**src/rtl/stream_sink_pkg.sv**
```systemverilog
// Shared types and constants for the stream_sink byte sink.
package stream_sink_pkg;

   localparam int BYTE_W        = 8;
   localparam int CNT_W         = 8;
   localparam int DEPTH_DEFAULT = 16;

   typedef enum logic {
      IDLE   = 1'b0,
      ACTIVE = 1'b1
   } frame_state_e;

   // Increment that sticks at all-ones instead of wrapping.
   function automatic logic [CNT_W-1:0] sat_inc(input logic [CNT_W-1:0] v);
      logic [CNT_W-1:0] r;
      if (v == {CNT_W{1'b1}}) r = v;
      else                    r = v + {{(CNT_W-1){1'b0}}, 1'b1};
      return r;
   endfunction

endpackage

```
**src/rtl/stream_sink_fifo.sv**
```systemverilog
// sync_fifo: single-clock first-word-fall-through FIFO, power-of-two depth.
// Push while full and pop while empty are ignored.
module sync_fifo #(
   parameter int DEPTH = 16,
   parameter int WIDTH = 8
) (
   input  logic                     clk,
   input  logic                     rst,
   input  logic                     push,
   input  logic [WIDTH-1:0]         din,
   input  logic                     pop,
   output logic [WIDTH-1:0]         dout,
   output logic [$clog2(DEPTH):0]   count,
   output logic                     empty,
   output logic                     full
);

   localparam int AW = $clog2(DEPTH);

   logic [WIDTH-1:0] mem_q [DEPTH];
   logic [AW-1:0]    wr_ptr_q, rd_ptr_q;
   logic [AW:0]      count_q;
   logic             do_push, do_pop;

   // Count never exceeds DEPTH, so its MSB alone marks the full condition.
   assign full    = count_q[AW];
   assign empty   = (count_q == '0);
   assign do_push = push && !full;
   assign do_pop  = pop && !empty;
   assign dout    = mem_q[rd_ptr_q];
   assign count   = count_q;

   // Pointers wrap naturally at AW bits; count tracks the occupancy.
   always_ff @(posedge clk) begin
      if (rst) begin
         wr_ptr_q <= '0;
         rd_ptr_q <= '0;
         count_q  <= '0;
      end else begin
         if (do_push) wr_ptr_q <= wr_ptr_q + {{(AW-1){1'b0}}, 1'b1};
         if (do_pop)  rd_ptr_q <= rd_ptr_q + {{(AW-1){1'b0}}, 1'b1};
         case ({do_push, do_pop})
            2'b10:   count_q <= count_q + {{AW{1'b0}}, 1'b1};
            2'b01:   count_q <= count_q - {{AW{1'b0}}, 1'b1};
            default: count_q <= count_q;
         endcase
      end
   end

   // Storage array, not reset; contents are only visible through the pointers.
   always_ff @(posedge clk) begin
      if (do_push) mem_q[wr_ptr_q] <= din;
   end

endmodule

```
**src/rtl/stream_sink.sv**
```systemverilog
// stream_sink: AXI-stream byte sink with FIFO storage, frame statistics and
// an optional incrementing-pattern checker enabled by STREAM_SINK_CHECK_EN.
//
// state  | meaning
// IDLE   | between frames; next accepted beat is index 0 of a new frame
// ACTIVE | inside a frame; at least one non-last beat accepted
module stream_sink
   import stream_sink_pkg::*;
#(
   parameter int DEPTH = DEPTH_DEFAULT
) (
   input  logic                      clk,
   input  logic                      rst,
   input  logic [BYTE_W-1:0]         s_axis_tdata,
   input  logic                      s_axis_tvalid,
   input  logic                      s_axis_tlast,
   output logic                      s_axis_tready,
   input  logic                      stall,
   input  logic                      pop,
   output logic [BYTE_W-1:0]         dout,
   output logic [$clog2(DEPTH):0]    buff_count,
   output logic                      empty,
   output logic                      full,
   output logic                      frame_done,
   output logic [CNT_W-1:0]          last_frame_len,
   output logic [CNT_W-1:0]          frame_count,
   input  logic [BYTE_W-1:0]         seed,
   input  logic                      clear_err,
   output logic [CNT_W-1:0]          mismatch_count,
   output logic                      error
);

   frame_state_e     state_q, state_d;
   logic             frame_start;
   logic             accept;
   logic [CNT_W-1:0] len_q, len_d, len_base, len_inc;
   logic [CNT_W-1:0] last_len_q, last_len_d;
   logic [CNT_W-1:0] fcount_q, fcount_d;
   logic             done_q, done_d;

   assign s_axis_tready = !full && !stall;
   assign accept        = s_axis_tvalid && s_axis_tready;

   sync_fifo #(
      .DEPTH (DEPTH),
      .WIDTH (BYTE_W)
   ) u_fifo (
      .clk   (clk),
      .rst   (rst),
      .push  (accept),
      .din   (s_axis_tdata),
      .pop   (pop),
      .dout  (dout),
      .count (buff_count),
      .empty (empty),
      .full  (full)
   );

   // Frame state register.
   always_ff @(posedge clk) begin
      if (rst) state_q <= IDLE;
      else     state_q <= state_d;
   end

   // A single tlast beat from IDLE keeps the FSM in IDLE.
   always_comb begin
      state_d = state_q;
      if (accept) state_d = s_axis_tlast ? IDLE : ACTIVE;
   end

   // Decoded FSM outputs.
   always_comb begin
      frame_start = (state_q == IDLE);
   end

   // Frame length / statistics next-state.
   always_comb begin
      len_base   = frame_start ? '0 : len_q;
      len_inc    = sat_inc(len_base);
      len_d      = len_q;
      last_len_d = last_len_q;
      fcount_d   = fcount_q;
      done_d     = 1'b0;
      if (accept) begin
         if (s_axis_tlast) begin
            len_d      = '0;
            last_len_d = len_inc;
            fcount_d   = fcount_q + {{(CNT_W-1){1'b0}}, 1'b1};
            done_d     = 1'b1;
         end else begin
            len_d      = len_inc;
         end
      end
   end

   // Frame statistics registers.
   always_ff @(posedge clk) begin
      if (rst) begin
         len_q      <= '0;
         last_len_q <= '0;
         fcount_q   <= '0;
         done_q     <= 1'b0;
      end else begin
         len_q      <= len_d;
         last_len_q <= last_len_d;
         fcount_q   <= fcount_d;
         done_q     <= done_d;
      end
   end

   assign frame_done     = done_q;
   assign last_frame_len = last_len_q;
   assign frame_count    = fcount_q;

`ifdef STREAM_SINK_CHECK_EN
   // Index wraps at 256 independently of the saturating length counter.
   logic [BYTE_W-1:0] idx_q, idx_d, idx_base;
   logic [CNT_W-1:0]  mm_q, mm_d;
   logic              err_q, err_d;
   logic              mismatch;

   assign idx_base = frame_start ? '0 : idx_q;
   assign mismatch = accept && (s_axis_tdata != (seed + idx_base));

   // Checker next-state; a same-cycle mismatch wins over clear_err.
   always_comb begin
      idx_d = idx_q;
      mm_d  = mm_q;
      err_d = err_q;
      if (accept) idx_d = s_axis_tlast ? '0 : idx_base + {{(BYTE_W-1){1'b0}}, 1'b1};
      if (clear_err) begin
         mm_d  = '0;
         err_d = 1'b0;
      end
      if (mismatch) begin
         mm_d  = sat_inc(mm_d);
         err_d = 1'b1;
      end
   end

   // Checker registers.
   always_ff @(posedge clk) begin
      if (rst) begin
         idx_q <= '0;
         mm_q  <= '0;
         err_q <= 1'b0;
      end else begin
         idx_q <= idx_d;
         mm_q  <= mm_d;
         err_q <= err_d;
      end
   end

   assign mismatch_count = mm_q;
   assign error          = err_q;
`else
   logic unused_cfg;
   assign unused_cfg     = ^{seed, clear_err};
   assign mismatch_count = '0;
   assign error          = 1'b0;
`endif

endmodule

```
**config.mk**
```make
export PLATFORM = sky130hd
export DESIGN_NAME = stream_sink
export DESIGN_NICKNAME = d
export VERILOG_FILES = /design/src/rtl/stream_sink_pkg.sv /design/src/rtl/stream_sink_fifo.sv /design/src/rtl/stream_sink.sv
export SDC_FILE = /design/constraint.sdc
export NUM_CORES = 1
export LEC_CHECK = 0
export ABC_AREA = 0
export BUFFER_PORTS_ARGS = -buffer_cell sky130_fd_sc_hd__buf_2
export CAP_MARGIN = 20
export CORE_MARGIN = 8
export CORE_UTILIZATION = 50
export CTS_CLUSTER_SIZE = 12
export DETAILED_ROUTE_END_ITERATION = 10
export PLACE_DENSITY = 0.69
export SYNTH_ARGS = -nofsm -noshare
export SYNTH_HDL_FRONTEND = slang
export SYNTH_SLANG_ARGS = --single-unit
export TNS_END_PERCENT = 5
```
**constraint.sdc**
```tcl
create_clock -name clk -period 4.5 [get_ports clk]
set_clock_uncertainty 0.1 [all_clocks]
set_input_delay 0.45 -clock clk [delete_from_list [all_inputs] [get_ports clk]]
set_output_delay 0.45 -clock clk [all_outputs]
set_load 0.02 [all_outputs]
```
==> key figures, run 1 <==
Worst setup path
  – Worst setup path class: reg2reg
  – Critical Path RT: 4.71 ns
  – Crit. End Element: register
  – Startpoint Class: register
  – Crit-path max cell delay: 0.55 ns
  – Crit-path cells: or4_1 -> o21ai_1 -> inv_1 -> ha_1 -> xor2_1 -> ha_1 -> nor4b_1 -> nor4b_1 -> o21ai_1 -> or3b_1 -> mux2_4
  – Worst path slowest cell: or4_1
  – Crit-path leading delay family: simple AND/OR/NAND/NOR gates
  – Worst Path Arrival: 3.87 ns
  – CP bufs+invs: 1
  – Critical-path maximum fanout: 10

Run status
  – Outcome: completed

Pwr
  – Final Power: 4.13 mW
  – VDD IR max: 0.470 mV
  – Power Dens Cells: 519 nW/um^2
  – Lkg Pwr: 2.72 nW

Clock network
  – Worst-path clk slew: 0.06 ns
  – Post-CTS setup repair buffer count: 0
  – CTS tree: yes
  – Clock Latency Late Sink: 0.42 ns
  – CTS Hold Buffers Added: 0
  – Max clock buf depth: 2
  – CTS Buf Count: 17
  – Post-cts resize count: 0
  – CTS H-Tree Depth: 4
  – Clock root cell: clkbuf_16
  – Sink Count: 171

Cells and area
  – Fillcell total: 1,093
  – Area grow syn2layout: 13.4%
  – Ant. Diodes: 0
  – Layout cells sized above 1: 25.4%
  – Fin nets: 527

Timing
  – Final setup fails: 0
  – Max-slew violations: 0
  – RSZ-0062 raised after global routing: false
  – Maximum clock frequency: 273 MHz
  – Hold Vio Cnt, Final: 0
  – Tightest Pin Transition: 1.12 ns
  – Post-route setup slack: 0.841 ns
  – Final Critical Period: 3.66 ns
  – Slew Limit Headroom: 25.1%
  – Period utilization: 81.3%
  – Post-Route Setup TNS: 0 ns

Synthesis
  – Fraction of registers with async set/reset: 0%
  – Mean Syn Cell Area: 15.4 sq um
  – Synth area leader: edfxtp_1
  – Synth warnings: 0
  – Synthesized area: 7010 sq um
  – Register bit count reported by yosys: 171
  – Cell count after synthesis: 455
  – Synth Flop Type: edfxtp_1
  – Most numerous cell in the Yosys netlist: edfxtp_1
  – Most frequent cells after synthesis: 128 x edfxtp_1, 44 x nor2_1, 43 x dfxtp_1, 40 x mux4_2, 34 x nand2_1
  – Synth top area share: 54.8%
  – Post-synthesis cell type count: 52
  – Largest cells by area after synthesis: edfxtp_1 55%, mux4_2 13%, dfxtp_1 12%, nor2_1 2.4%, nand2_1 1.8%
  – Post-synth EDFFs: 128
  – Share of the yosys chip area belonging to registers: 67.1%

Place
  – Pre-CTS setup slack: 0.910 ns
  – Placer Congestion: 0.821
  – Dpl hpwl: 8860 um
  – # port buffers: 46

Routing
  – DRT iter0 DRCs: 290
  – Routed Antenna Nets: 0
  – 1st-pass router iterations: 4
  – Vias per cell: 5.73
  – Via count: 3,936
  – Avg WL per Cell: 20.0 um
  – DR DRC count: 0
  – Final wirelength: 13,700 um

Worst hold path
  – Hold WC Path Type: in2reg

Die
  – Ports: 65
  – Starting Density: 50.9%
  – Num rows: 43
  – Die Ht: 134 um
  – Die W: 134 um
  – Core ar.: 13,800 sq um
  – Total die area: 18,100 sq um

Global routing
  – Grt ovf: 0
  – Vias in the first global route: 3,983
  – Largest net degree at the start of global routing: 48
  – First-pass GRT wire length: 21,800 um
  – Total Routing Usage GR: 15.9%
  – Initial antenna violation count: 0

Run
  – Max-cap violation count: 0
[metrics by stage]
| step | cell area [sq um] | util, % | std cells | hold WS (ns) |
|---|---|---|---|---|
| after CTS | 7950 | 57.7 | 687 | 0.220 |
| after global routing | 7950 | 57.7 | 687 | 0.239 |
| final | 7950 | 57.7 | 687 | 0.242 |
| after global placement | 7350 | 53.4 | 655 | 0.341 |
| after floorplan | 7040 | - | 463 | 0.343 |
| after detailed placement | 7350 | 53.4 | 655 | 0.345 |
[sequential cells by signal, summed over array words and instances (netlist names), named ones only]
register / cells
u_fifo.wr_ptr_q: 4
u_fifo.rd_ptr_q: 4
len_q: 8
state_q: 1
last_frame_len: 8
frame_done: 1
frame_count: 8
u_fifo.count: 5
u_fifo.mem_q: 128
[worst paths after layout]
path	startpoint	endpoint	slack (ns)	cells past startpoint
max	u_fifo.count[1]	u_fifo.count[4]	0.84	11
min	s_axis_tlast	len_q[4]	0.24	2
max reg2reg	u_fifo.count[1]	u_fifo.count[4]	0.84	11
min reg2reg	last_frame_len[3]	last_frame_len[3]	0.35	2
[layout make-up]
type | instances | area, sq um | share of cell area [%]
Clock buffer | 19 | 433 | 5.44
Clock inverter | 13 | 166 | 2.09
Inverter | 7 | 26.3 | 0.330
Multi-Input combinational cell | 249 | 2150 | 27.0
Sequential cell | 171 | 4710 | 59.2
Tap cell | 180 | 225 | 2.83
Timing Repair Buffer | 48 | 245 | 3.08
[layer usage]
metal	global-route usage, %	share of wire (%)	vias up
met2	24.9	48	133
li1	-	-	1798
met4	5.12	1.5	0
met3	4.90	5.3	14
met5	0	0	-
met1	20.6	45	1991
[layout by cell type, fill, tap and decap left out, drive strengths merged, types with 3 or more instances in the layout]
| cell type | count |
|---|---|
| edfxtp | 128 |
| buf | 48 |
| nor2 | 45 |
| dfxtp | 43 |
| mux4 | 40 |
| nand2 | 34 |
| a21oi | 20 |
| clkbuf | 19 |
| xor2 | 12 |
| ha | 10 |
| inv | 10 |
| nor3 | 10 |
| conb | 9 |
| nand3 | 8 |
| nand4 | 6 |
| clkinv | 6 |
| xnor2 | 5 |
| o21ai | 5 |
| nand2b | 3 |
| mux2i | 3 |
| nor4b | 3 |
| bufinv | 3 |
| and2 | 3 |
[logic make-up after synthesis]
kind of cell / Yosys count / share of synthesized area, %
fa+ha+maj: 10 / 1.79
flops: 171 / 67.1
compound gates: 42 / 3.75
simple gates: 127 / 8.73
xor+xnor: 17 / 2.12
mux: 44 / 13.5
buf+inv: 43 / 2.95
other cells: 1 / 0.0535
[where the power goes]
| group | switching [mW] | internal [mW] | total [mW] | leakage [nW] |
|---|---|---|---|---|
| clock | 0.591 | 0.878 | 1.47 | 0.291 |
| combinational | 0.396 | 0.395 | 0.791 | 0.923 |
| sequential | 0.123 | 1.75 | 1.87 | 1.50 |
Power figures use the tool's default switching activity.
==> run 2, diff against run 1 <==
- ABC_AREA: 0 -> 1
- PLACE_DENSITY: 0.69 -> 0.71
- clock period: 4.5 -> 3 ns (I/O delays scaled with it)
==> run 2 against run 1 <==
Critical path depth fell by 5. Die area rose by 4.0%. First-iteration DRC count rose by 6.2%. Clock power rose by 47%. Sequential cell count did not move. Total power rose by 55%. Non-clock buffer count rose by 4. Via count rose by 22%. Sequential share of layout area fell by 1.9 points. Worst setup slack got worse by 0.66 ns. Routed wire length rose by 12%. Critical path type is now reg2out. Largest power group unchanged.
==> key figures, run 2 <==
Run status
  – Outcome: completed

Timing
  – Hold slack: 0.128 ns
  – Final Critical Period: 2.82 ns
  – Slew Limit Headroom: 39.9%
  – Hold Vio Cnt, Final: 0
  – Maximum clock frequency: 355 MHz
  – Post-Route Setup TNS: 0 ns
  – Tightest Pin Transition: 0.901 ns
  – Post-route setup slack: 0.180 ns
  – Final setup fails: 0
  – RSZ-0062 raised after global routing: false
  – Period utilization: 94.0%
  – Max-slew violations: 0

Place
  – Placer Congestion: 0.805
  – Pre-CTS setup slack: 0.663 ns
  – # port buffers: 46
  – Placed cell area: 7640 sq um
  – Inst Count DP: 850
  – Dpl hpwl: 9830 um

Cells and area
  – Most frequent cells in the layout: 128 x edfxtp_1, 69 x nand2_1, 65 x inv_1, 56 x o21ai_0, 51 x a21oi_1
  – Area of the multi-input gates: 2160 sq um
  – Max reg flops: 128
  – Design Area, Final: 8220 sq um
  – Fin cells: 882
  – Ant. Diodes: 0
  – Reg with most FFs: u_fifo.mem_q
  – Most common cell after layout, fill and taps aside: edfxtp_1
  – Area grow syn2layout: 12.1%
  – Register area: 4710 sq um
  – Layout cells sized above 1: 13.8%
  – Post-layout util: 57.0%
  – Fin nets: 718
  – Fillcell total: 1,189

Global routing
  – Vias in the first global route: 4,818
  – First-pass GRT wire length: 24,500 um
  – Largest net degree at the start of global routing: 67
  – Total Routing Usage GR: 17.3%
  – Initial antenna violation count: 0
  – Grt ovf: 0

Die
  – Num rows: 44
  – Total die area: 18,800 sq um
  – Die W: 137 um
  – Starting Density: 50.8%
  – Ports: 65
  – Die Ht: 137 um
  – Core ar.: 14,400 sq um

Worst setup path
  – FF-to-FF setup slack: 0.63 ns
  – Worst path slowest cell: dfxtp_4
  – R2r worst-path depth: 14
  – Crit-path max cell delay: 0.84 ns
  – Crit Reg-Reg Startpoint: u_fifo.count[4]
  – Worst setup path class: reg2out
  – Critical Path RT: 2.60 ns
  – Startpoint Class: register
  – Critical-path maximum fanout: 66
  – Crit-path cells: buf_4 -> mux2i_1 -> o211ai_1 -> o211ai_1 -> nand2_1 -> buf_2
  – Worst Path Arrival: 2.42 ns
  – Crit. End Element: primary output
  – Most used cell, CP: o211ai_1
  – Worst r2r dst: u_fifo.count[4]

Clock network
  – Max clock buf depth: 2
  – CTS Hold Buffers Added: 0
  – Worst-path clk slew: 0.06 ns
  – CTS tree: yes
  – Clock root cell: clkbuf_16
  – Sink Count: 171
  – Clock Latency Late Sink: 0.42 ns
  – CTS Buf Count: 17
  – Post-cts resize count: 0
  – CTS H-Tree Depth: 4
  – Post-CTS setup repair buffer count: 0

Pwr
  – VDD IR max: 0.511 mV
  – Final Power: 6.42 mW
  – Lkg Pwr: 3.11 nW
  – Power Dens Cells: 781 nW/um^2

Synthesis
  – Synthesized area: 7330 sq um
  – Largest cells by area after synthesis: edfxtp_1 52%, dfxtp_1 12%, mux2i_1 4.4%, o21ai_0 3.8%, nand2_1 3.5%
  – Post-Synth Adder-Cell Area: 1.71%
  – Synth warnings: 0
  – Post-synthesis cell type count: 36
  – Post-synthesis mux area share: 4.37%
  – Fraction of registers with async set/reset: 0%
  – Synth Area in Simple Gates: 10.2%
  – Largest family of logic cells by synthesized area: compound AO/OA/AOI/OAI gates
  – Synth top area share: 52.4%
  – Register bit count reported by yosys: 171
  – Most numerous cell in the Yosys netlist: edfxtp_1
  – Synth area leader: edfxtp_1
  – Post-synth EDFFs: 128
  – Cell count after synthesis: 647
  – XOR/XNOR Fraction of Synth Area: 1.55%
  – Mean Syn Cell Area: 11.3 sq um
  – Most frequent cells after synthesis: 128 x edfxtp_1, 69 x nand2_1, 65 x inv_1, 56 x o21ai_0, 51 x a21oi_1
  – Synth Flop Type: edfxtp_1
  – Compound-gate portion of the synthesized area: 11.2%
  – Share of the yosys chip area belonging to registers: 64.2%

Routing
  – Avg WL per Cell: 17.4 um
  – Routed Antenna Nets: 0
  – 1st-pass router iterations: 5
  – Vias per cell: 5.46
  – DRT iter0 DRCs: 308
  – Via count: 4,816
  – DR DRC count: 0
  – Final wirelength: 15,300 um

Worst hold path
  – Hold WC Path Type: in2reg
  – Hold Startpoint: s_axis_tlast
  – Hold Crit Endpoint: len_q[0]
  – Worst Hold Depth: 4

Run
  – Max-cap violation count: 0
run 2: changes by cell type after synthesis, moves of 6 or more:
cell and delta:
nand2_1 +35, inv_1 +59, mux2i_1 +29, o21ai_0 +53, nor3_1 -6, nand3_1 +15
a21oi_1 +31, mux4_2 -40, o211ai_1 +31
run 2: area by class of cell:
class,instances,area share (%)
inverters,68,3.20
clock buffers,17,5.18
flip-flops and latches,171,57.3
repair buffers,52,3.35
multi-input cells,375,26.3
well taps,184,2.80
clock inverters,15,1.89
run 2: critical path, delay by kind of cell, from the launching register on:
family                 cells  cell delay [ns]
flip-flops                 1             0.84
AO/OA/AOI/OAI              2             0.25
AND/OR/NAND/NOR            1             0.10
buffers and inverters      2             0.54
multiplexers               1             0.24
run 2: power breakdown:
part	switching, mW	internal [mW]
Combinational	0.941	0.514
Sequential	0.174	2.63
Clock	0.867	1.29
Total	1.98	4.44
run 2: worst max-delay path by stage:
stage | start | to | slack, ns | depth (start not counted)
floorplan | u_fifo.count[4] | u_fifo.count[4] | 0.68 | 13
global placement | register | dout[6] | 0.71 | 6
detailed placement | u_fifo.count[4] | u_fifo.count[4] | 0.66 | 14
CTS | register | dout[6] | 0.16 | 6
global route | register | dout[7] | 0.005 | 6
finish | register | dout[6] | 0.18 | 6
run 2: cells by family after synthesis:
group	after synthesis
flip-flops	171
AO/OA/AOI/OAI	147
adder cells (fa/ha/maj)	10
other	1
XOR/XNOR	13
multiplexers	32
AND/OR/NAND/NOR	164
buffers and inverters	109
run 2: routing by layer:
layer	GRT usage [%]	up-vias	routed length, um
met2	28.2	152	7450
met3	4.44	25	1010
met5	0	-	0
met4	7.12	0	263
li1	-	2329	-
met1	21.4	2310	6590
==> run 3, diff against run 2 <==
--- a/config.mk
+++ b/config.mk
@@ -13,5 +13,6 @@
 export CTS_CLUSTER_SIZE = 12
 export DETAILED_ROUTE_END_ITERATION = 10
-export PLACE_DENSITY = 0.71
+export GPL_TIMING_DRIVEN = 0
+export PLACE_DENSITY = 0.74
 export SYNTH_ARGS = -nofsm -noshare
 export SYNTH_HDL_FRONTEND = slang
==> constraint.sdc (replaced) <==
create_clock -name clk -period 3 [get_ports clk]
set_clock_uncertainty 0.1 [all_clocks]
set_input_delay 0.3 -clock clk [delete_from_list [all_inputs] [get_ports clk]]
set_output_delay 0.3 -clock clk [all_outputs]
set_load 0.01 [all_outputs]
==> run 3 against run 2 <==
Largest power group unchanged. Sequential share of layout area down 1.4 points. Hold slack lost 0.019 ns. Clock power grew 2%. Global-route usage up 1.3 points. Sequential cell count unchanged. Largest cell class unchanged. Highest routed layer unchanged. Critical path depth increased by 1. Maximum frequency rose by 9.2%.
==> key figures, run 3 (same netlist as run 2, synthesis figures left out) <==
Pwr
  – VDD IR max: 0.396 mV
  – Lkg Pwr: 3.22 nW
  – Power Dens Cells: 765 nW/um^2
  – Final Power: 6.44 mW

Timing
  – Post-route setup slack: 0.417 ns
  – Period utilization: 86.1%
  – Hold Vio Cnt, Final: 0
  – Final Critical Period: 2.58 ns
  – Tightest Pin Transition: 0.839 ns
  – Hold slack: 0.108 ns
  – Final setup fails: 0
  – Post-Route Setup TNS: 0 ns
  – Slew Limit Headroom: 43.9%
  – Maximum clock frequency: 387 MHz
  – Max-slew violations: 0
  – RSZ-0062 raised after global routing: false

Global routing
  – First-pass GRT wire length: 26,000 um
  – Initial antenna violation count: 0
  – Total Routing Usage GR: 18.5%
  – Vias in the first global route: 4,819
  – Grt ovf: 0
  – Largest net degree at the start of global routing: 17

Routing
  – 1st-pass router iterations: 5
  – Via count: 4,945
  – Routed Antenna Nets: 0
  – Vias per cell: 5.39
  – DR DRC count: 0
  – Avg WL per Cell: 18.1 um
  – Final wirelength: 16,600 um
  – DRT iter0 DRCs: 443

Die
  – Num rows: 44
  – Die Ht: 137 um
  – Die W: 137 um
  – Ports: 65
  – Starting Density: 50.8%
  – Total die area: 18,800 sq um
  – Core ar.: 14,400 sq um

Worst hold path
  – Hold WC Path Type: in2reg
  – Hold Startpoint: rst

Clock network
  – CTS Buf Count: 17
  – Max clock buf depth: 2
  – CTS tree: yes
  – Post-CTS setup repair buffer count: 0
  – CTS H-Tree Depth: 4
  – Worst-path clk slew: 0.06 ns
  – Clock root cell: clkbuf_16
  – Sink Count: 171
  – Post-cts resize count: 0
  – Clock Latency Late Sink: 0.42 ns
  – CTS Hold Buffers Added: 0

Cells and area
  – Fin nets: 753
  – Max reg flops: 128
  – Most frequent cells in the layout: 128 x edfxtp_1, 69 x nand2_1, 65 x inv_1, 56 x o21ai_0, 54 x buf_2
  – Area grow syn2layout: 14.9%
  – Reg with most FFs: u_fifo.mem_q
  – Most common cell after layout, fill and taps aside: edfxtp_1
  – Post-layout util: 58.4%
  – Design Area, Final: 8420 sq um
  – Layout cells sized above 1: 15.8%
  – Fin cells: 917
  – Ant. Diodes: 0

Worst setup path
  – Worst Path Arrival: 2.18 ns
  – Crit Reg-Reg Startpoint: u_fifo.count[4]
  – Worst setup path class: reg2out
  – Critical Path RT: 2.60 ns
  – Critical-path maximum fanout: 10
  – Crit. End Element: primary output
  – Startpoint Class: register

Place
  – Placer Congestion: 0.868
  – Placed cell area: 7820 sq um
  – Inst Count DP: 885
  – Pre-CTS setup slack: 0.455 ns
  – Dpl hpwl: 11,700 um
  – # port buffers: 46

Run status
  – Outcome: completed

Run
  – Max-cap violation count: 0
==> run 3: cell count changes in the layout (fill, tap and decap cells not counted), sizes merged <==
cell	change
clkinv	-2
inv	+1
clkinvlp	+1
clkbuf	+17
buf	+18
==> run 3: routing by layer <==
metal / global-route usage (%) / up-vias / wire (um) / part of all wire [%]
li1: - / 2386 / - / -
met1: 22.7 / 2378 / 6900 / 42
met2: 30.7 / 153 / 8160 / 49
met3: 4.81 / 28 / 1110 / 6.7
met4: 7.24 / 0 / 423 / 2.6
met5: 0 / - / 0 / 0
==> run 3: report_power, final <==
group	internal [mW]	total, mW	switching (mW)
clock network	1.31	2.20	0.889
registers	2.63	2.70	0.0722
logic	0.555	1.54	0.984
total	4.49	6.44	1.94
==> run 3: cell type report <==
class                      instances  area, sq um
buffer                            41          231
clock buffer                      17          425
clock inverter                    15          174
fill                            1180         6000
inverter                          68          263
multi-input combinational        375         2160
sequential                       171         4700
tap                              184          230
timing repair buffer              46          230
==> run 3: worst paths after layout <==
check / end / slack, ns / depth (start not counted)
setup / recovery: dout[2] / 0.42 / 7
hold / removal: u_fifo.rd_ptr_q[2] / 0.11 / 4
setup reg to reg: u_fifo.count[4] / 0.46 / 13
hold reg to reg: len_q[6] / 0.37 / 2
==> run 3: critical path, cell delays in order (launching register included) <==
cell,delay [ns]
dfxtp_1,0.31
buf_2,0.17
inv_1,0.15
clkbuf_1,0.39
o21ai_0,0.27
o211ai_1,0.22
nand2_1,0.10
buf_2,0.15
